--- src/rtl/serial_subtractor.sv ---
// ---------------------------------------------------------------------------
// serial_subtractor
//
// Bit-serial subtractor computing diff = a - b (mod 2^WIDTH), LSB first,
// one bit per clock through a single borrow flip-flop. Operands arrive on a
// valid/ready handshake and the result is presented on a second valid/ready
// handshake. It is held until the consumer accepts it.
//
// Ports
//   clk        rising-edge clock
//   rst        asynchronous active-high reset
//   in_valid   operand pair a/b is valid
//   in_ready   block can accept operands (high only while idle)
//   a          minuend, WIDTH bits
//   b          subtrahend, WIDTH bits
//   out_valid  diff/borrow/overflow are valid, held until accepted
//   out_ready  consumer accepts the result
//   diff       a - b mod 2^WIDTH
//   borrow     unsigned borrow, set iff a < b as unsigned numbers
//   overflow   signed (two's-complement) overflow of a - b
//   busy       an operation is in progress or its result is waiting
//
// Timing: out_valid rises exactly WIDTH clock edges after the accept edge.
// With out_ready held high, one operation completes every WIDTH+2 cycles.
// ---------------------------------------------------------------------------
module serial_subtractor #(
    parameter int WIDTH = 8,
    parameter int CW    = $clog2(WIDTH)
) (
    input  logic             clk,
    input  logic             rst,
    input  logic             in_valid,
    output logic             in_ready,
    input  logic [WIDTH-1:0] a,
    input  logic [WIDTH-1:0] b,
    output logic             out_valid,
    input  logic             out_ready,
    output logic [WIDTH-1:0] diff,
    output logic             borrow,
    output logic             overflow,
    output logic             busy
);

    typedef enum logic [1:0] {
        IDLE  = 2'd0,
        SHIFT = 2'd1,
        DONE  = 2'd2
    } state_t;

    state_t state, state_nxt;

    // The minuend register doubles as the difference shift register. Each
    // difference bit is pushed into the MSB that the right shift vacates, so
    // after WIDTH steps the register holds the whole result.
    logic [WIDTH-1:0] a_sr;
    logic [WIDTH-1:0] b_sr;
    logic [CW-1:0]    cnt;
    logic             br;
    logic             a_msb;
    logic             b_msb;

    logic [WIDTH-1:0] diff_q;
    logic             borrow_q;
    logic             overflow_q;

    logic [1:0]       step;
    logic             d_bit;
    logic             br_nxt;
    logic             last_bit;
    logic             accept;

    // One full-subtractor step. It returns {borrow_out, difference_bit}.
    function automatic logic [1:0] sub_bit(input logic ai, input logic bi,
                                           input logic bri);
        logic d;
        logic bro;
        d   = ai ^ bi ^ bri;
        bro = (~ai & bi) | (~(ai ^ bi) & bri);
        return {bro, d};
    endfunction

    assign step     = sub_bit(a_sr[0], b_sr[0], br);
    assign d_bit    = step[0];
    assign br_nxt   = step[1];
    assign last_bit = (cnt == CW'(WIDTH - 1));
    assign accept   = (state == IDLE) && in_valid;

    assign in_ready  = (state == IDLE);
    assign out_valid = (state == DONE);
    assign busy      = (state != IDLE);
    assign diff      = diff_q;
    assign borrow    = borrow_q;
    assign overflow  = overflow_q;

    // State register
    always_ff @(posedge clk or posedge rst) begin
        if (rst) begin
            state <= IDLE;
        end else begin
            state <= state_nxt;
        end
    end

    // Next-state logic
    always_comb begin
        state_nxt = state;
        case (state)
            IDLE:    if (in_valid)  state_nxt = SHIFT;
            SHIFT:   if (last_bit)  state_nxt = DONE;
            DONE:    if (out_ready) state_nxt = IDLE;
            default: state_nxt = IDLE;
        endcase
    end

    // Serial datapath and result registers
    always_ff @(posedge clk or posedge rst) begin
        if (rst) begin
            a_sr       <= '0;
            b_sr       <= '0;
            cnt        <= '0;
            br         <= 1'b0;
            a_msb      <= 1'b0;
            b_msb      <= 1'b0;
            diff_q     <= '0;
            borrow_q   <= 1'b0;
            overflow_q <= 1'b0;
        end else begin
            if (accept) begin
                a_sr  <= a;
                b_sr  <= b;
                cnt   <= '0;
                br    <= 1'b0;
                a_msb <= a[WIDTH-1];
                b_msb <= b[WIDTH-1];
            end else if (state == SHIFT) begin
                a_sr <= {d_bit, a_sr[WIDTH-1:1]};
                b_sr <= {1'b0, b_sr[WIDTH-1:1]};
                br   <= br_nxt;
                cnt  <= cnt + CW'(1);
                if (last_bit) begin
                    diff_q     <= {d_bit, a_sr[WIDTH-1:1]};
                    borrow_q   <= br_nxt;
                    // Signed overflow happens only when the operand signs
                    // differ and the result sign disagrees with the minuend.
                    overflow_q <= (a_msb != b_msb) && (d_bit != a_msb);
                end
            end
        end
    end

endmodule

--- config.mk ---
export PLATFORM = sky130hd
export DESIGN_NAME = serial_subtractor
export DESIGN_NICKNAME = d
export VERILOG_FILES = /design/src/rtl/serial_subtractor.sv
export SDC_FILE = /design/constraint.sdc
export NUM_CORES = 1
export LEC_CHECK = 0
export BUFFER_PORTS_ARGS = -buffer_cell sky130_fd_sc_hd__buf_2
export CORE_ASPECT_RATIO = 0.75
export CORE_MARGIN = 2
export CORE_UTILIZATION = 56
export DETAILED_ROUTE_END_ITERATION = 8
export HOLD_SLACK_MARGIN = 0.12
export PLACE_DENSITY = 0.85
export SLEW_MARGIN = 20
export SYNTH_ARGS = -nofsm -noshare
export SYNTH_HDL_FRONTEND = slang
export SYNTH_SLANG_ARGS = --single-unit
--- constraint.sdc ---
create_clock -name clk -period 4.2 [get_ports clk]
set_clock_uncertainty 0.2 [all_clocks]
set_input_delay 0.21 -clock clk [delete_from_list [all_inputs] [get_ports clk]]
set_output_delay 0.21 -clock clk [all_outputs]
set_load 0.005 [all_outputs]
==> results of run 1 <==
## registers in the layout, summed over array words and instances, names as in the netlist
signal	count
a_sr	8
b_sr	8
diff	8
cnt	3
state	2
a_msb	1
b_msb	1
borrow	1
br	1
overflow	1
## cells in the mapped netlist
cell | count | area (um2)
a22oi_1 | 15 | 113
nor2_1 | 2 | 7.51
nor2b_1 | 1 | 6.26
dfrtp_1 | 34 | 851
a22o_1 | 1 | 8.76
nand2b_1 | 2 | 12.5
o22ai_1 | 1 | 6.26
nand3b_2 | 1 | 11.3
o21ai_0 | 6 | 30.0
ha_1 | 2 | 25.0
inv_1 | 5 | 18.8
buf_2 | 4 | 20.0
nor3b_2 | 1 | 12.5
nand2_1 | 38 | 143
mux2_1 | 5 | 56.3
and3b_1 | 1 | 8.76
buf_4 | 1 | 7.51
mux2_2 | 5 | 56.3
fa_1 | 1 | 20.0
buf_6 | 1 | 11.3
o21bai_1 | 1 | 7.51
o21bai_2 | 1 | 11.3
a21oi_1 | 1 | 5.00
## area by class of cell
class,count,share of cell area [%]
Inverter,5,1.00
Timing Repair Buffer,51,18.6
Clock buffer,6,2.74
Sequential cell,34,45.4
Clock inverter,2,0.668
Tap cell,34,2.27
Multi-Input combinational cell,85,29.3
## tightest hold or removal path, stage by stage
cell and delay, ns:
buf_2 0.10, o21bai_2 0.22, nand2_1 0.13, nand2_1 0.04
## worst paths after layout
path | to | slack [ns] | start | cells past startpoint
max | b_msb | 2.23 | state[0] | 2
min | a_sr[6] | 0.18 | in_valid | 4
max reg2reg | b_msb | 2.23 | state[0] | 2
min reg2reg | borrow | 0.29 | borrow | 2
max in group asynchronous | state[1] | 3.22 | rst | 4
min in group asynchronous | a_sr[1] | 0.27 | rst | 4
## layout by cell type, fill, tap and decap left out
cell type,Yosys,final
a21oi_1,1,1
a22o_1,1,1
a22oi_1,15,15
and3b_1,1,1
buf_2,4,32
buf_4,1,1
clkbuf_4,0,5
clkbuf_8,0,1
clkinv_2,0,1
clkinvlp_4,0,1
dfrtp_1,34,34
dlygate4sd3_1,0,18
fa_1,1,1
ha_1,2,2
inv_1,5,5
mux2_1,5,5
mux2_2,5,5
nand2_1,38,38
nand2b_1,2,2
nand3b_2,1,1
nor2_1,2,2
nor2b_2,0,1
nor3b_4,0,1
o21ai_0,6,6
o21bai_1,1,1
o21bai_2,1,1
o22ai_1,1,1
## layer usage
metal	track usage [%]	wire length (um)	vias to the layer above
li1	-	-	548
met1	30.2	1420	575
met2	41.5	1610	44
met3	6.82	187	16
met4	17.8	136	0
met5	0	0	-
## cell families (layout without fill, tap and decap cells)
group | Yosys count | in the layout | synth area share (%)
buffers and inverters | 11 | 64 | 3.97
AO/OA/AOI/OAI | 26 | 26 | 12.5
flip-flops | 34 | 34 | 58.7
multiplexers | 10 | 10 | 7.77
adder cells (fa/ha/maj) | 3 | 3 | 3.11
AND/OR/NAND/NOR | 46 | 46 | 13.9
## metrics by stage
step | cell area [um2] | setup WS (ns)
after global routing | 1870 | 2.18
after CTS | 1860 | 1.98
after global placement | 1620 | 2.08
final | 1870 | 2.23
after detailed placement | 1620 | 2.01
after floorplan | 1450 | 2.56
## power breakdown
group,switching [mW],internal (mW),leakage [nW]
Combinational,0.252,0.216,0.497
Sequential,0.101,0.473,0.429
Clock,0.116,0.0804,0.0343
## timing repair
item	CTS	global route
hold buffers	18	0
setup endpoints to repair	0	0
buffers inserted	0	0
hold endpoints to repair	53	0
==> flow_metrics.env, run 1 <==
export IMPL_first_iter_violations=100
export IMPL_status="complete, no violations"
export IMPL_clk_pin_slew_ns=0.11
export IMPL_cts_resized=0
export IMPL_antenna_found_initial=0
export IMPL_slew_headroom_pct=41.3
export IMPL_grt_max_degree=35
export IMPL_rows=15
export IMPL_grt_remaining_overflow=0
export IMPL_cts_root_buf="clkbuf_4"
export IMPL_path_cells="nor3b_4 > mux2_2"
export IMPL_cp_start_kind="flip-flop"
export IMPL_clock_sinks=34
export IMPL_path_buf_inv=0
export IMPL_cts_tree="yes"
export IMPL_fin_tns_setup_ns=0
export IMPL_buffer_ports_inserted=32
export IMPL_die_h_um=48.1
export IMPL_numCtsBuffers=5
export IMPL_totalWireLength_mm=3.36
export IMPL_fin_util_pct=78.6
export IMPL_ir_worst_vdd_mv=0.468
export IMPL_timing_fmax_mhz=508
export IMPL_setup_violations=0
export IMPL_pin_count=33
export IMPL_avgSynthCellArea_um2=11.1
export IMPL_initial_core_util_pct=60.8
export IMPL_grt_pass1_vias=1153
export IMPL_seq_area_um2=851
export IMPL_required_ns=4.25
export IMPL_syn_cell_area_um2=1450
export IMPL_fin_crit_ns=1.97
export IMPL_finalHoldViolCount=0
export IMPL_postRouteAntennaNets=0
export IMPL_max_stage_delay_ns=0.76
export IMPL_clk_path_buf_depth=2
export IMPL_vias=1183
export IMPL_arrival_ns=2.02
export IMPL_maxCapViolations=0
export IMPL_dieArea_um2=3010
export IMPL_drive_gt1_share_pct=27.3
export IMPL_cts_htree_levels=2
export IMPL_wl_per_cell_um=15.5
export IMPL_yosys_warnings=0
export IMPL_final_max_slew_viol_count=0
export IMPL_core_um2=2380
export IMPL_grt_usage_pct=25.1
export IMPL_powerDensity_nw_per_um2=661
export IMPL_rsz0062_at_grt="false"
export IMPL_cpMaxStageDelayCell="nor3b_4"
export IMPL_p_leak_nw=0.960
export IMPL_critPathKind="flip-flop to flip-flop"
export IMPL_hold_slack_ns=0.180
export IMPL_final_fill_count=157
export IMPL_gp_congestion=0.744
export IMPL_place_hpwl_mm=1.97
export IMPL_tightest_slew_ns=0.879
export IMPL_syn_to_final_growth_pct=29.3
export IMPL_min_path_type="input pin to flip-flop"
export IMPL_nets=205
export IMPL_finalNonFillerCells=217
export IMPL_first_pass_iters=4
export IMPL_multi_input_area_um2=549
export IMPL_seq_area_frac_synth_pct=58.7
export IMPL_p_total_mw=1.24
export IMPL_via_per_inst=5.45
export IMPL_die_w_um=62.7
export IMPL_grt_pass1_wl_mm=5.38
export IMPL_ys_ff_latch=34
export IMPL_worstSkewPairLatency_ns=0.35
export IMPL_ys_types=23
export IMPL_antenna_cells=0
export IMPL_netlist_instances=130
export IMPL_drc_errors=0
export IMPL_place_inst=191
export IMPL_crit_family="simple AND/OR/NAND/NOR gates"
export IMPL_path_max_fanout=22
export IMPL_endpoint_kind="flip-flop"
export IMPL_syn_nets=153
export IMPL_period_share_pct=46.8
Power figures use the tool's default switching activity.
==> inputs of run 2 (changes only) <==
- ABC_AREA: default -> 1
- CORE_UTILIZATION: 56 -> 47
- PLACE_DENSITY: 0.85 -> 0.76
- clock period: 4.2 -> 1.8 ns (I/O delays scaled with it)
==> run 2 against run 1 <==
  * Synthesized cell count is 33% higher
  * Global-route usage decreased by 4.3 points
  * Register-to-register slack got worse by 2.0 ns
  * Flip-flop and latch count unchanged
  * Utilization fell by 12 points
  * Routed wire length down 1.3%
  * Total power grew 140%
  * Worst hold slack better by 0.069 ns
  * Clock-buffer cell count grew 1
  * Cell area grew 5.4%
  * Combinational power up 140%
  * Critical endpoint is now busy
==> flow_metrics.env, run 2 <==
export IMPL_p_leak_nw=1.04
export IMPL_yosys_top_cells_count="73 x nand2_1, 34 x dfrtp_1, 31 x nand3_1"
export IMPL_critPathKind="flip-flop to output pin"
export IMPL_hold_slack_ns=0.249
export IMPL_drc_errors=0
export IMPL_endpoint_kind="output pin"
export IMPL_period_share_pct=94.2
export IMPL_r2r_cells=5
export IMPL_totalWireLength_mm=3.31
export IMPL_setup_violations=0
export IMPL_synth_most_common_cell="nand2_1"
export IMPL_yosys_area_top_type_share_pct=56.9
export IMPL_place_inst=242
export IMPL_min_path_type="input pin to asynchronous set/reset pin"
export IMPL_antenna_found_initial=0
export IMPL_syn_cell_area_um2=1500
export IMPL_core_um2=2980
export IMPL_finalNonFillerCells=268
export IMPL_cp_start_kind="flip-flop"
export IMPL_synth_edf_count=0
export IMPL_wl_per_cell_um=12.4
export IMPL_yosys_warnings=0
export IMPL_post_cts_buffers=0
export IMPL_cts_htree_levels=2
export IMPL_seq_area_um2=851
export IMPL_slew_headroom_pct=62.8
export IMPL_fin_crit_ns=1.70
export IMPL_final_fill_count=250
export IMPL_gp_congestion=0.743
export IMPL_via_per_inst=4.93
export IMPL_final_cell_mix="73 x nand2_1, 34 x dfrtp_1, 32 x buf_2"
export IMPL_pin_count=33
export IMPL_final_max_slew_viol_count=0
export IMPL_first_pass_iters=4
export IMPL_design_area_um2=1970
export IMPL_postRouteAntennaNets=0
export IMPL_dieArea_um2=3660
export IMPL_finalHoldViolCount=0
export IMPL_grt_max_degree=35
export IMPL_cts_tree="yes"
export IMPL_ys_ff_latch=34
export IMPL_fin_tns_setup_ns=0
export IMPL_path_max_fanout=14
export IMPL_grt_pass1_wl_mm=5.69
export IMPL_required_ns=1.51
export IMPL_multi_input_area_um2=559
export IMPL_worstSkewPairLatency_ns=0.28
export IMPL_ys_types=18
export IMPL_tightest_slew_ns=0.554
export IMPL_avgSynthCellArea_um2=8.65
export IMPL_synth_top_area_cell="dfrtp_1"
export IMPL_grt_pass1_vias=1234
export IMPL_rows=17
export IMPL_clock_sinks=34
export IMPL_vias=1321
export IMPL_initial_core_util_pct=50.3
export IMPL_final_common_cell="nand2_1"
export IMPL_first_iter_violations=90
export IMPL_cts_root_buf="clkbuf_8"
export IMPL_syn_to_final_growth_pct=31.9
export IMPL_numCtsBuffers=5
export IMPL_place_hpwl_mm=2.19
export IMPL_timing_fmax_mhz=590
export IMPL_async_flop_share_pct=100
export IMPL_grt_remaining_overflow=0
export IMPL_nets=253
export IMPL_die_w_um=69.2
export IMPL_post_dp_cell_area_um2=1700
export IMPL_antenna_cells=0
export IMPL_grt_usage_pct=20.8
export IMPL_buffer_ports_inserted=32
export IMPL_status="complete, no violations"
export IMPL_synth_flop_cell="dfrtp_1"
export IMPL_arrival_ns=1.41
export IMPL_rsz0062_at_grt="false"
export IMPL_p_total_mw=2.93
export IMPL_synth_area_leaders="dfrtp_1 57%, nand2_1 18%, nand3_1 10%"
export IMPL_seq_area_frac_synth_pct=56.9
export IMPL_powerDensity_nw_per_um2=1490
export IMPL_clk_path_buf_depth=2
export IMPL_drive_gt1_share_pct=21.3
export IMPL_ir_worst_vdd_mv=0.752
export IMPL_syn_nets=196
export IMPL_netlist_instances=173
export IMPL_die_h_um=52.9
export IMPL_maxCapViolations=0
export IMPL_clk_pin_slew_ns=0.06
[run 2: changes by cell type in the layout (fill, tap and decap cells not counted), sizes merged, moves of 5 or more]
cell,before,now
nand3,0,31
nand2,38,74
a22oi,15,0
inv,5,11
buf,33,38
mux2,10,0
[run 2: repair_timing]
item	4_1_cts	5_1_grt
hold buffers	19	0
hold endpoints to repair	53	0
setup endpoints to repair	0	1
gates resized for setup	0	1
[run 2: worst max-delay path: stages, from the launching register on]
cell     delay [ns]
dfrtp_1        0.38
buf_4          0.16
nor2_2         0.22
buf_6          0.20
inv_1          0.05
buf_2          0.12
[run 2: layout make-up]
class | count | share of cell area [%]
Inverter | 11 | 2.09
Multi-Input combinational cell | 121 | 28.3
Sequential cell | 34 | 43.1
Tap cell | 38 | 2.41
Clock buffer | 7 | 3.87
Timing Repair Buffer | 57 | 20.2
[run 2: kinds of logic after synthesis]
| group | count (synthesis) | share of synthesized area (%) |
|---|---|---|
| AND/OR/NAND/NOR | 109 | 30.9 |
| buffers and inverters | 18 | 5.77 |
| AO/OA/AOI/OAI | 9 | 3.43 |
| adder cells (fa/ha/maj) | 3 | 3.01 |
| flip-flops | 34 | 56.9 |
[run 2: power by group]
part | switching (mW) | internal, mW | total [mW]
Combinational | 0.651 | 0.488 | 1.14
Clock | 0.237 | 0.266 | 0.503
Sequential | 0.198 | 1.10 | 1.29
Total | 1.09 | 1.85 | 2.93
[run 2: final timing paths]
kind	slack (ns)	endpoint	from
max	0.10	busy	state[0]
min in group clk	0.27	diff[4]	diff[4]
max reg2reg	0.23	br	state[1]
min reg2reg	0.27	diff[4]	diff[4]
max in group asynchronous	0.84	b_sr[3]	rst
min	0.25	diff[6]	rst
[run 2: metrics by stage]
step	utilization [%]	setup WS, ns
finish	66.3	0.104
global route	66.3	0.0186
CTS	66.2	0.0753
detailed placement	57.2	0.264
global placement	57.2	0.273
floorplan	-	0.367
[run 2: routing by layer]
metal  track usage (%)  routed length, um  up-vias
li1                  -                  -      660
met1              28.0               1510      605
met2              32.4               1570       46
met3              4.95                166       10
met4              9.80                 63        0
met5                 0                  0        -
==> inputs of run 3 (changes only) <==
- CORE_ASPECT_RATIO: 0.75 -> default
==> run 3 against run 2 <==
  * Worst setup slack worse by 0.017 ns
  * Non-clock buffer count unchanged
  * Register-to-register slack worse by 0.14 ns
  * Cell area down 0.38%
  * Clock power down 14%
  * First-iteration DRC count down 44%
  * Via count up 0.91%
==> flow_metrics.env, run 3 (synthesis gave the netlist of run 2 again) <==
export IMPL_via_per_inst=4.85
export IMPL_totalWireLength_mm=3.18
export IMPL_numCtsBuffers=5
export IMPL_wl_met2_mm=1.54
export IMPL_max_stage_delay_ns=0.55
export IMPL_top_layer_used="met4"
export IMPL_grt_max_degree=35
export IMPL_clk_pin_slew_ns=0.10
export IMPL_die_h_um=60.4
export IMPL_place_hpwl_mm=2.09
export IMPL_wl_per_cell_um=11.6
export IMPL_crit_top_cell="nand2_1"
export IMPL_min_path_type="input pin to asynchronous set/reset pin"
export IMPL_final_max_slew_viol_count=0
export IMPL_clock_sinks=34
export IMPL_path_cells="nor2_2 > nand2_1 > nand2_1 > o21ai_0 > dlygate4sd3_1"
export IMPL_path_max_fanout=5
export IMPL_tightest_slew_ns=0.414
export IMPL_grt_remaining_overflow=0
export IMPL_rows=20
export IMPL_fin_crit_ns=1.71
export IMPL_cpMaxStageDelayCell="dlygate4sd3_1"
export IMPL_endpoint_kind="flip-flop"
export IMPL_grt_usage_pct=20.0
export IMPL_final_cell_mix="73 x nand2_1, 32 x dfrtp_1, 32 x buf_2"
export IMPL_core_um2=3050
export IMPL_drc_errors=0
export IMPL_wl_met3_um=130
export IMPL_clk_path_buf_depth=2
export IMPL_pin_count=33
export IMPL_arrival_ns=1.74
export IMPL_antenna_found_initial=0
export IMPL_dieArea_um2=3650
export IMPL_ir_worst_vdd_mv=0.680
export IMPL_setup_violations=0
export IMPL_cts_tree="yes"
export IMPL_rsz0062_at_grt="false"
export IMPL_first_iter_violations=50
export IMPL_wl_met1_mm=1.47
export IMPL_antenna_cells=0
export IMPL_period_share_pct=95.2
export IMPL_maxCapViolations=0
export IMPL_initial_core_util_pct=49.0
export IMPL_grt_pass1_vias=1251
export IMPL_timing_fmax_mhz=584
export IMPL_finalHoldViolCount=0
export IMPL_crit_family="buffers and inverters"
export IMPL_slew_headroom_pct=72.4
export IMPL_worstSkewPairLatency_ns=0.33
export IMPL_gp_congestion=0.819
export IMPL_drive_gt1_share_pct=22.5
export IMPL_postRouteAntennaNets=0
export IMPL_rr_endpoint="b_msb"
export IMPL_syn_to_final_growth_pct=31.4
export IMPL_final_fill_count=271
export IMPL_status="complete, no violations"
export IMPL_p_leak_nw=1.04
export IMPL_post_cts_buffers=0
export IMPL_r2r_start="state[1]"
export IMPL_fin_tns_setup_ns=0
export IMPL_cts_root_buf="clkbuf_4"
export IMPL_path_buf_inv=1
export IMPL_buffer_ports_inserted=32
export IMPL_powerDensity_nw_per_um2=1450
export IMPL_cp_start_kind="flip-flop"
export IMPL_vias=1333
export IMPL_final_common_cell="nand2_1"
export IMPL_critPathKind="flip-flop to flip-flop"
export IMPL_required_ns=1.82
export IMPL_first_pass_iters=4
export IMPL_cts_htree_levels=2
export IMPL_hold_slack_ns=0.187
export IMPL_die_w_um=60.4
export IMPL_r2r_slack_ns=0.09
export IMPL_grt_pass1_wl_mm=5.36
export IMPL_nets=253
export IMPL_r2r_cells=5
==> run 3: changes by cell type in the layout (fill, tap and decap cells not counted), sizes merged <==
cell,before,now
buf,38,37
clkinv,0,1
dlygate4sd3,19,20
==> run 3: cell type report <==
type,count,area [um2],area share [%]
tap,44,55.1,2.80
multi-input combinational,121,559,28.4
clock buffer,7,55.1,2.80
sequential,34,853,43.4
timing repair buffer,57,398,20.2
inverter,11,41.3,2.10
clock inverter,1,5.00,0.254
==> run 3: power breakdown <==
part / total, mW / internal, mW / switching (mW)
Clock: 0.433 / 0.189 / 0.244
Sequential: 1.31 / 1.09 / 0.219
Combinational: 1.11 / 0.481 / 0.624
==> run 3: worst max-delay path by stage <==
stage / start / cells past startpoint / endpoint
floorplan: a_sr[0] / 5 / overflow
global placement: a_sr[0] / 5 / overflow
detailed placement: a_sr[0] / 5 / overflow
CTS: state[0] / 5 / b_msb
global route: state[0] / 5 / b_msb
finish: state[1] / 5 / b_msb
==> run 3: worst min-delay path: cells and delay by family <==
kind | cells | cell delay [ns]
buffers and inverters | 4 | 1.06
==> run 3: what timing repair did <==
item	in CTS	in global routing
resized for setup	0	2
hold buffers	20	0
setup endpoints to repair	0	1
endpoints found under the hold margin	56	0
==> run 3: through the flow <==
| step | utilization, % | setup slack (ns) | power (mW) | instance area (um2) | instances |
|---|---|---|---|---|---|
| 2_1_floorplan | - | 0.367 | 2.04 | 1500 | 173 |
| 5_1_grt | 64.4 | 0.00231 | 3.11 | 1970 | 275 |
| 3_3_place_gp | 55.8 | 0.336 | 2.34 | 1700 | 247 |
| 3_5_place_dp | 55.8 | 0.294 | 2.39 | 1700 | 247 |
| 4_1_cts | 64.3 | 0.0889 | 2.87 | 1960 | 275 |
| 6_report | 64.4 | 0.0867 | 2.85 | 1970 | 275 |
==> run 3: routing by layer <==
metal  vias up  track usage [%]
li1        661                -
met1       632             25.4
met2        34             34.2
met3         6             4.48
met4         0             6.52
met5         -                0
